## src/rtl/bit_set_enumerator.sv

```systemverilog
// Expands a captured bitmask into a stream of one beat per set bit, lowest index first.
// Every beat carries its bit index, one-hot mask, sequence number and the word's set-bit total.
module bit_set_enumerator #(
    parameter  int WORD_WIDTH  = 8,
    localparam int INDEX_WIDTH = $clog2(WORD_WIDTH),
    localparam int COUNT_WIDTH = $clog2(WORD_WIDTH) + 1
) (
    input  logic                   clock,
    input  logic                   reset_n,
    input  logic                   input_valid,
    output logic                   input_ready,
    input  logic [WORD_WIDTH-1:0]  input_word,
    output logic                   output_valid,
    input  logic                   output_ready,
    output logic [INDEX_WIDTH-1:0] output_index,
    output logic [WORD_WIDTH-1:0]  output_onehot,
    output logic [COUNT_WIDTH-1:0] output_seq,
    output logic [COUNT_WIDTH-1:0] output_total,
    output logic                   output_last,
    output logic                   output_none
);

    typedef enum logic {
        IDLE = 1'b0,
        BUSY = 1'b1
    } state_t;

    state_t                 state_q,     state_d;
    logic [WORD_WIDTH-1:0]  remaining_q, remaining_d;
    logic [COUNT_WIDTH-1:0] seq_q,       seq_d;
    logic [COUNT_WIDTH-1:0] total_q,     total_d;
    logic                   none_q,      none_d;

    logic                   busy;
    logic [WORD_WIDTH-1:0]  lowest_bit;
    logic [WORD_WIDTH-1:0]  remaining_cleared;
    logic                   single_bit;
    logic                   last_beat;
    logic [COUNT_WIDTH-1:0] input_popcount;
    logic [INDEX_WIDTH-1:0] lowest_index;

    always_ff @(posedge clock or negedge reset_n) begin
        if (!reset_n) begin
            state_q     <= IDLE;
            remaining_q <= '0;
            seq_q       <= '0;
            total_q     <= '0;
            none_q      <= 1'b0;
        end else begin
            state_q     <= state_d;
            remaining_q <= remaining_d;
            seq_q       <= seq_d;
            total_q     <= total_d;
            none_q      <= none_d;
        end
    end

    // Two's-complement isolate/clear of the lowest set bit of the remaining mask.
    assign lowest_bit        = remaining_q & (~remaining_q + WORD_WIDTH'(1));
    assign remaining_cleared = remaining_q & (remaining_q - WORD_WIDTH'(1));
    assign single_bit        = (remaining_q != '0) && (remaining_cleared == '0);
    assign busy              = (state_q == BUSY);
    assign last_beat         = single_bit || none_q;

    always_comb begin
        input_popcount = '0;
        for (int i = 0; i < WORD_WIDTH; i++) begin
            input_popcount = input_popcount + COUNT_WIDTH'(input_word[i]);
        end
    end

    always_comb begin
        lowest_index = '0;
        for (int i = 0; i < WORD_WIDTH; i++) begin
            if (lowest_bit[i]) begin
                lowest_index = INDEX_WIDTH'(i);
            end
        end
    end

    always_comb begin
        state_d     = state_q;
        remaining_d = remaining_q;
        seq_d       = seq_q;
        total_d     = total_q;
        none_d      = none_q;
        case (state_q)
            IDLE: begin
                if (input_valid) begin
                    remaining_d = input_word;
                    seq_d       = '0;
                    total_d     = input_popcount;
                    none_d      = (input_word == '0);
                    state_d     = BUSY;
                end
            end
            BUSY: begin
                if (output_ready) begin
                    remaining_d = remaining_cleared;
                    seq_d       = seq_q + COUNT_WIDTH'(1);
                    if (last_beat) begin
                        state_d = IDLE;
                    end
                end
            end
            default: state_d = IDLE;
        endcase
    end

    // input_ready follows reset_n directly so it is low throughout reset and rises with release.
    assign input_ready   = (state_q == IDLE) && reset_n;
    assign output_valid  = busy;
    assign output_onehot = busy ? lowest_bit : '0;
    assign output_index  = busy ? lowest_index : '0;
    assign output_seq    = seq_q;
    assign output_total  = total_q;
    assign output_last   = busy && last_beat;
    assign output_none   = busy && none_q;

endmodule

```

## config.mk

```make
export PLATFORM = sky130hd
export DESIGN_NAME = bit_set_enumerator
export DESIGN_NICKNAME = d
export VERILOG_FILES = /design/src/rtl/bit_set_enumerator.sv
export SDC_FILE = /design/constraint.sdc
export NUM_CORES = 1
export LEC_CHECK = 0
export ABC_AREA = 0
export CAP_MARGIN = 0
export CELL_PAD_IN_SITES_DETAIL_PLACEMENT = 1
export CELL_PAD_IN_SITES_GLOBAL_PLACEMENT = 1
export CORE_UTILIZATION = 33
export CTS_CLUSTER_DIAMETER = 150
export DETAILED_ROUTE_END_ITERATION = 16
export GPL_TIMING_DRIVEN = 0
export MAX_ROUTING_LAYER = met4
export PLACE_DENSITY = 0.75
export SLEW_MARGIN = 5
export SYNTH_ARGS = -nofsm -noshare
export SYNTH_HDL_FRONTEND = slang
export SYNTH_SLANG_ARGS = --single-unit
```

## constraint.sdc

```tcl
create_clock -name clock -period 1.7 [get_ports clock]
set_input_delay 0.425 -clock clock [delete_from_list [all_inputs] [get_ports clock]]
set_output_delay 0.425 -clock clock [all_outputs]
set_load 0.01 [all_outputs]
```

==> results of run 1 <==
==> worst max-delay path: cells and delay by family <==
kind,cells,cell delay (ns)
AOI/OAI and AO/OA,1,0.05
buffers and inverters,4,0.25
adders and majority gates,5,2.15
==> cell usage after synthesis <==
master / count
a211o_1: 1
a21o_1: 1
a21oi_1: 4
a221o_1: 1
a221oi_2: 2
a32o_2: 1
and2_1: 3
and2_2: 1
and3_1: 4
buf_2: 2
buf_4: 1
buf_6: 3
clkbuf_1: 5
dfrtp_1: 18
fa_1: 4
ha_1: 5
inv_1: 15
mux2_2: 1
mux2i_1: 9
nand2_1: 16
nand2b_1: 1
nand3_1: 5
nand4_1: 2
nor2_1: 7
nor2b_1: 1
nor2b_4: 1
nor3_1: 1
nor3b_1: 1
nor3b_2: 1
nor4_4: 1
nor4b_1: 4
o211ai_1: 2
o21a_1: 1
o21ai_0: 14
o21bai_1: 1
o22ai_1: 2
o2bb2ai_1: 1
xnor2_1: 1
xor2_1: 5
==> registers in the layout, indices dropped and copies added (netlist names) <==
signal and flops:
none_q 1, output_seq 4, output_valid 1, remaining_q 8
output_total 4
==> cell families after synthesis <==
logic type / share of synthesized area (%)
AND/OR/NAND/NOR: 20.7
AO/OA/AOI/OAI: 15.3
flip-flops: 33.0
adder cells (fa/ha/maj): 10.4
XOR/XNOR: 3.85
multiplexers: 7.42
buffers and inverters: 9.26
==> worst max path at each step <==
| stage | from | to | slack (ns) | cells after the start |
|---|---|---|---|---|
| floorplan | input_word[0] | output_total[1]$_DFFE_PN0P_ | -1.11 | 9 |
| global placement | input_word[0] | output_total[1]$_DFFE_PN0P_ | -1.73 | 10 |
| detailed placement | input_word[0] | output_total[1]$_DFFE_PN0P_ | -1.78 | 10 |
| CTS | input_word[1] | output_total[1]$_DFFE_PN0P_ | -1.12 | 10 |
| global route | input_word[0] | output_total[1]$_DFFE_PN0P_ | -1.10 | 10 |
| finish | input_word[0] | output_total[1]$_DFFE_PN0P_ | -1.04 | 10 |
==> power by group <==
part           internal, mW  leakage (nW)  switching [mW]
Sequential            0.596         0.229           0.191
Combinational          1.83         0.824            1.45
Clock                 0.206        0.0288           0.161
Total                  2.63          1.08            1.80
==> per-stage QoR <==
step | worst slack (ns) | cell area [sq um] | power (mW) | setup TNS (ns) | util (%)
floorplan | -1.11 | 1400 | 2.05 | -4.30 | -
global placement | -1.73 | 1800 | 2.81 | -14.17 | 45.3
detailed placement | -1.78 | 1800 | 2.90 | -15.49 | 45.3
CTS | -1.12 | 2220 | 4.33 | -7.94 | 55.8
global route | -1.10 | 2260 | 4.72 | -9.07 | 56.9
finish | -1.04 | 2260 | 4.43 | -7.99 | 56.9
==> layout by cell type, fill, tap and decap left out, types with 2 or more instances in the layout <==
| master | count |
|---|---|
| buf_8 | 2 |
| o211ai_1 | 2 |
| o21ai_0 | 8 |
| xor2_1 | 5 |
| nand2_4 | 2 |
| fa_1 | 3 |
| mux2i_1 | 9 |
| buf_2 | 11 |
| a21oi_2 | 3 |
| nor2_4 | 2 |
| and2_4 | 2 |
| dfrtp_2 | 3 |
| buf_4 | 17 |
| nand2_1 | 12 |
| o22ai_1 | 2 |
| o21ai_1 | 5 |
| nor2b_4 | 2 |
| and2_1 | 2 |
| nand2_2 | 2 |
| clkdlybuf4s50_1 | 15 |
| nand3_1 | 4 |
| nand4_1 | 2 |
| nor4b_1 | 3 |
| clkbuf_2 | 2 |
| and3_4 | 3 |
| clkbuf_8 | 6 |
| buf_6 | 23 |
| inv_1 | 12 |
| nor2_1 | 4 |
| inv_2 | 3 |
| dfrtp_1 | 15 |
| ha_1 | 4 |
==> area by class of cell <==
class / instances / area, sq um / area share (%)
Multi-Input combinational cell: 105 / 931 / 41.2
Timing Repair Buffer: 68 / 633 / 28.0
Sequential cell: 18 / 454 / 20.1
Buffer: 8 / 68.8 / 3.04
Tap cell: 50 / 62.6 / 2.77
Inverter: 15 / 56.3 / 2.49
Clock buffer: 4 / 55.1 / 2.43
==> repair_timing <==
action | CTS | global route
buffers inserted | 33 | 10
endpoints found under the setup margin | 21 | 24
hold buffers | 0 | 0
pin swaps | 18 | 13
resized for setup | 126 | 23
==> routing by layer <==
metal	share of wire, %	routed length (um)	global-route usage, %	up-vias
met1	42	2060	26.9	702
met2	53	2650	45.9	34
met5	0	0	-	-
met3	2.5	126	2.07	10
met4	2.3	114	9.57	0
li1	-	-	-	647
==> impl_metrics.yaml, run 1 <==
clock_tree:
  clk-insertion-delay-late_ns: 0.26
  path_clk_slew_ns: 0.08
  h-tree-depth: 1
  cts_tree: "done"
  clock-sinks: 18
  cts_root_buf: "clkbuf_8"
  clock_path_buffers: 2
  numCtsBuffers: 3
detailed_routing:
  viasPerCell: 5.20
  routedWlPerCell_um: 18.5
  num_vias: 1393
  drt_iter0_drc: 47
  drc: 0
  drt_pre_antenna_iters: 4
  drt_wl_total_mm: 4.96
  drtAntennaViolNets: 0
global_routing:
  grt_usage_pct: 24.7
  grt_max_degree: 20
  grt_pass1_wl_mm: 7.86
  grt_pass1_vias: 1577
  antenna_found_initial: 0
  overflow: 0
status:
  status: "complete, but fails checks"
  violations: "negative setup slack"
setup_path:
  crit_path_start_kind: "primary input"
  critPathKind: "primary input to register"
  path_cells: "buf_8 -> fa_1 -> inv_2 -> fa_1 -> fa_1 -> inv_2 -> ha_4 -> inv_2 -> fa_2 -> o21ai_1"
  crit_required_ns: 1.83
  r2r_cells: 6
  timing.rr.start: "remaining_q[2]$_DFFE_PN0P_"
  end_kind: "register"
  worstPathMaxFanout: 2
  r2r_setup_slack_ns: -0.12
  r2r_end: "output_valid$_DFF_PN0_"
  arrival_ns: 2.88
  crit_path_max_incr_delay_ns: 0.56
  worst_path_max_delay_cell: "fa_1"
sta:
  worst_pin_slew_ns: 0.531
  final_max_slew_viol_count: 0
  setup_viol_count_final: 16
  hold_violations: 0
  whs_ns: 0.104
  fmax_mhz: 364
  fin_skew_ns: 0.00636
  finalCritPeriodShare_pct: 161
  slew_headroom_pct: 64.6
  rsz0062_at_grt: "yes"
  fin_crit_ns: 2.74
  setup_ws_ns: -1.04
floorplanning:
  core_sq_um: 3970
  ios: 35
  die_area_sq_um: 4400
  start_util_pct: 34.4
  die_x_um: 66.3
  die_y_um: 66.3
  rows: 23
placed_design:
  gp_congestion: 0.769
  place_inst: 233
  post-dp-hpwl_mm: 2.92
  port_buffers: 34
synthesis:
  yosys_warnings: 0
  synth.net_count: 170
  synth_area_sq_um: 1370
  ys_types: 39
  synth_top_cell_area_share_pct: 33.0
  synthTopCellsByArea: "dfrtp_1 33%, mux2i_1 6.6%, fa_1 5.9%"
  ys_seq_area_share_pct: 33.0
  yosys_register_bits: 18
  yosysTopAreaCell: "dfrtp_1"
  syn_inst: 149
  syn_avg_cell_area_sq_um: 9.16
worst_hold_path:
  hold_class: "primary input to async pin"
final_layout:
  drive_gt1_share_pct: 45.0
  area_delta_synth_final_pct: 65.6
  num-fill-cells: 442
  diodes: 0
  stdcell_count: 268
  finalNetCount: 240
flow_run:
  max_cap_violations: 0
pwr:
  p_leak_nw: 1.08
  ir_drop_mv: 0.745
  powerDensity_nw_per_um2: 1960
No activity file was read; power rests on OpenSTA's default activity.
==> inputs of run 2 (changes only) <==
CORE_UTILIZATION = 42   (was 33)
DONT_BUFFER_PORTS = 1   (was default)
PLACE_DENSITY = 0.73   (was 0.75)
==> run 2 against run 1 <==
Against the previous run: flip-flop and latch count did not move; non-clock buffer count down 46; core utilization rose by 2.2 points; cell count decreased by 19%; global-route usage about the same; the run still ends with negative setup slack left; highest routed layer unchanged; design area down 19%; clock skew decreased by 0.0014 ns.
==> impl_metrics.yaml, run 2 (synthesized netlist as in run 1, its figures left out) <==
sta:
  rsz0062_at_grt: "yes"
  hold_violations: 0
  whs_ns: 0.319
  fin_crit_ns: 2.56
  fin_skew_ns: 0.00499
  finalCritPeriodShare_pct: 150
  setup_ws_ns: -0.856
  final_max_slew_viol_count: 0
  slew_headroom_pct: 43.4
  setup_viol_count_final: 14
  setup_tns_ns: -6.59
  fmax_mhz: 391
  worst_pin_slew_ns: 0.847
floorplanning:
  rows: 20
  ios: 35
  core_sq_um: 3080
  start_util_pct: 44.3
  die_x_um: 59.0
  die_y_um: 59.0
  die_area_sq_um: 3480
clock_tree:
  clock_path_buffers: 2
  path_clk_slew_ns: 0.12
  numCtsBuffers: 3
  clock-sinks: 18
  cts_tree: "done"
  clk-insertion-delay-late_ns: 0.30
  cts_root_buf: "clkbuf_4"
  h-tree-depth: 1
global_routing:
  grt_pass1_vias: 1269
  grt_usage_pct: 24.7
  overflow: 0
  grt_pass1_wl_mm: 6.13
  grt_max_degree: 19
  antenna_found_initial: 0
placed_design:
  place_inst: 193
  post-dp-hpwl_mm: 2.52
  port_buffers: 0
  gp_congestion: 0.782
  pre_cts_ws_ns: -1.23
  placed_area_sq_um: 1450
detailed_routing:
  drtAntennaViolNets: 0
  num_vias: 1197
  drt_iter0_drc: 29
  routedWlPerCell_um: 18.1
  drt_wl_total_mm: 3.92
  viasPerCell: 5.54
  drt_pre_antenna_iters: 2
  drc: 0
setup_path:
  arrival_ns: 2.79
  critPathKind: "primary input to register"
  crit_required_ns: 1.93
  worstPathMaxFanout: 3
  end_kind: "register"
  crit_path_start_kind: "primary input"
final_layout:
  finalNetCount: 194
  area_delta_synth_final_pct: 33.4
  final_area_sq_um: 1820
  largest_register_ffs: 8
  stdcell_count: 216
  final_common_cell: "dfrtp_1"
  final_cell_mix: "17 x dfrtp_1, 13 x nand2_1, 12 x inv_1, 12 x buf_6, 11 x buf_4"
  drive_gt1_share_pct: 36.0
  top_register: "remaining_q"
  diodes: 0
status:
  violations: "negative setup slack"
  status: "complete, but fails checks"
worst_hold_path:
  hold_class: "primary input to register"
pwr:
  powerDensity_nw_per_um2: 1980
  ir_drop_mv: 1.09
  p_leak_nw: 0.843
flow_run:
  max_cap_violations: 0
==> run 2: report_power, final <==
part           leakage (nW)  switching [mW]  internal [mW]
Clock                0.0210           0.152          0.130
Sequential            0.232           0.226          0.590
Combinational         0.590            1.20           1.30
==> run 2: final cells by class <==
type                       instances  area [sq um]
fill                             353          1260
multi-input combinational        105           927
sequential                        18           452
timing repair buffer              20           204
buffer                            10          90.1
inverter                          15          56.3
tap                               44          55.1
clock buffer                       4          36.3
==> run 2: per-layer routing <==
layer / global-route usage, % / vias to the layer above / share of wire [%]
li1: - / 564 / -
met4: 8.50 / 0 / 2.1
met5: - / - / 0
met2: 42.5 / 29 / 53
met3: 5.24 / 9 / 4.6
met1: 28.5 / 595 / 40
==> run 2: worst paths after layout <==
path / startpoint / end / slack [ns] / cells after the start
setup / recovery: input_word[0] / output_total[2]$_DFFE_PN0P_ / -0.86 / 10
hold / removal: input_word[5] / remaining_q[5]$_DFFE_PN0P_ / 0.32 / 2
min in group asynchronous: reset_n / remaining_q[7]$_DFFE_PN0P_ / 0.66 / 1
hold reg to reg: none_q$_DFFE_PN0P_ / none_q$_DFFE_PN0P_ / 0.53 / 2
max in group asynchronous: reset_n / output_valid$_DFF_PN0_ / 0.46 / 1
setup reg to reg: remaining_q[1]$_DFFE_PN0P_ / output_valid$_DFF_PN0_ / -0.13 / 7
==> run 2: what timing repair did <==
action	4_1_cts	5_1_grt
endpoints found under the setup margin	16	18
gates resized for setup	31	14
buffers inserted	11	9
hold endpoints to repair	18	0
hold buffers	1	0
pin swaps	11	5
==> run 2: critical path, cell delays in order <==
cell and delay [ns]:
fa_1 0.52, inv_1 0.05, fa_1 0.49, fa_1 0.44
inv_2 0.08, ha_4 0.13, inv_2 0.05, fa_2 0.35
xor2_2 0.15, o21ai_1 0.11
==> run 2: per-stage QoR <==
| stage | total power [mW] | util (%) |
|---|---|---|
| floorplan | 2.05 | - |
| global placement | 2.29 | 47.2 |
| detailed placement | 2.36 | 47.2 |
| CTS | 3.15 | 54.7 |
| global route | 3.83 | 59.1 |
| finish | 3.60 | 59.1 |
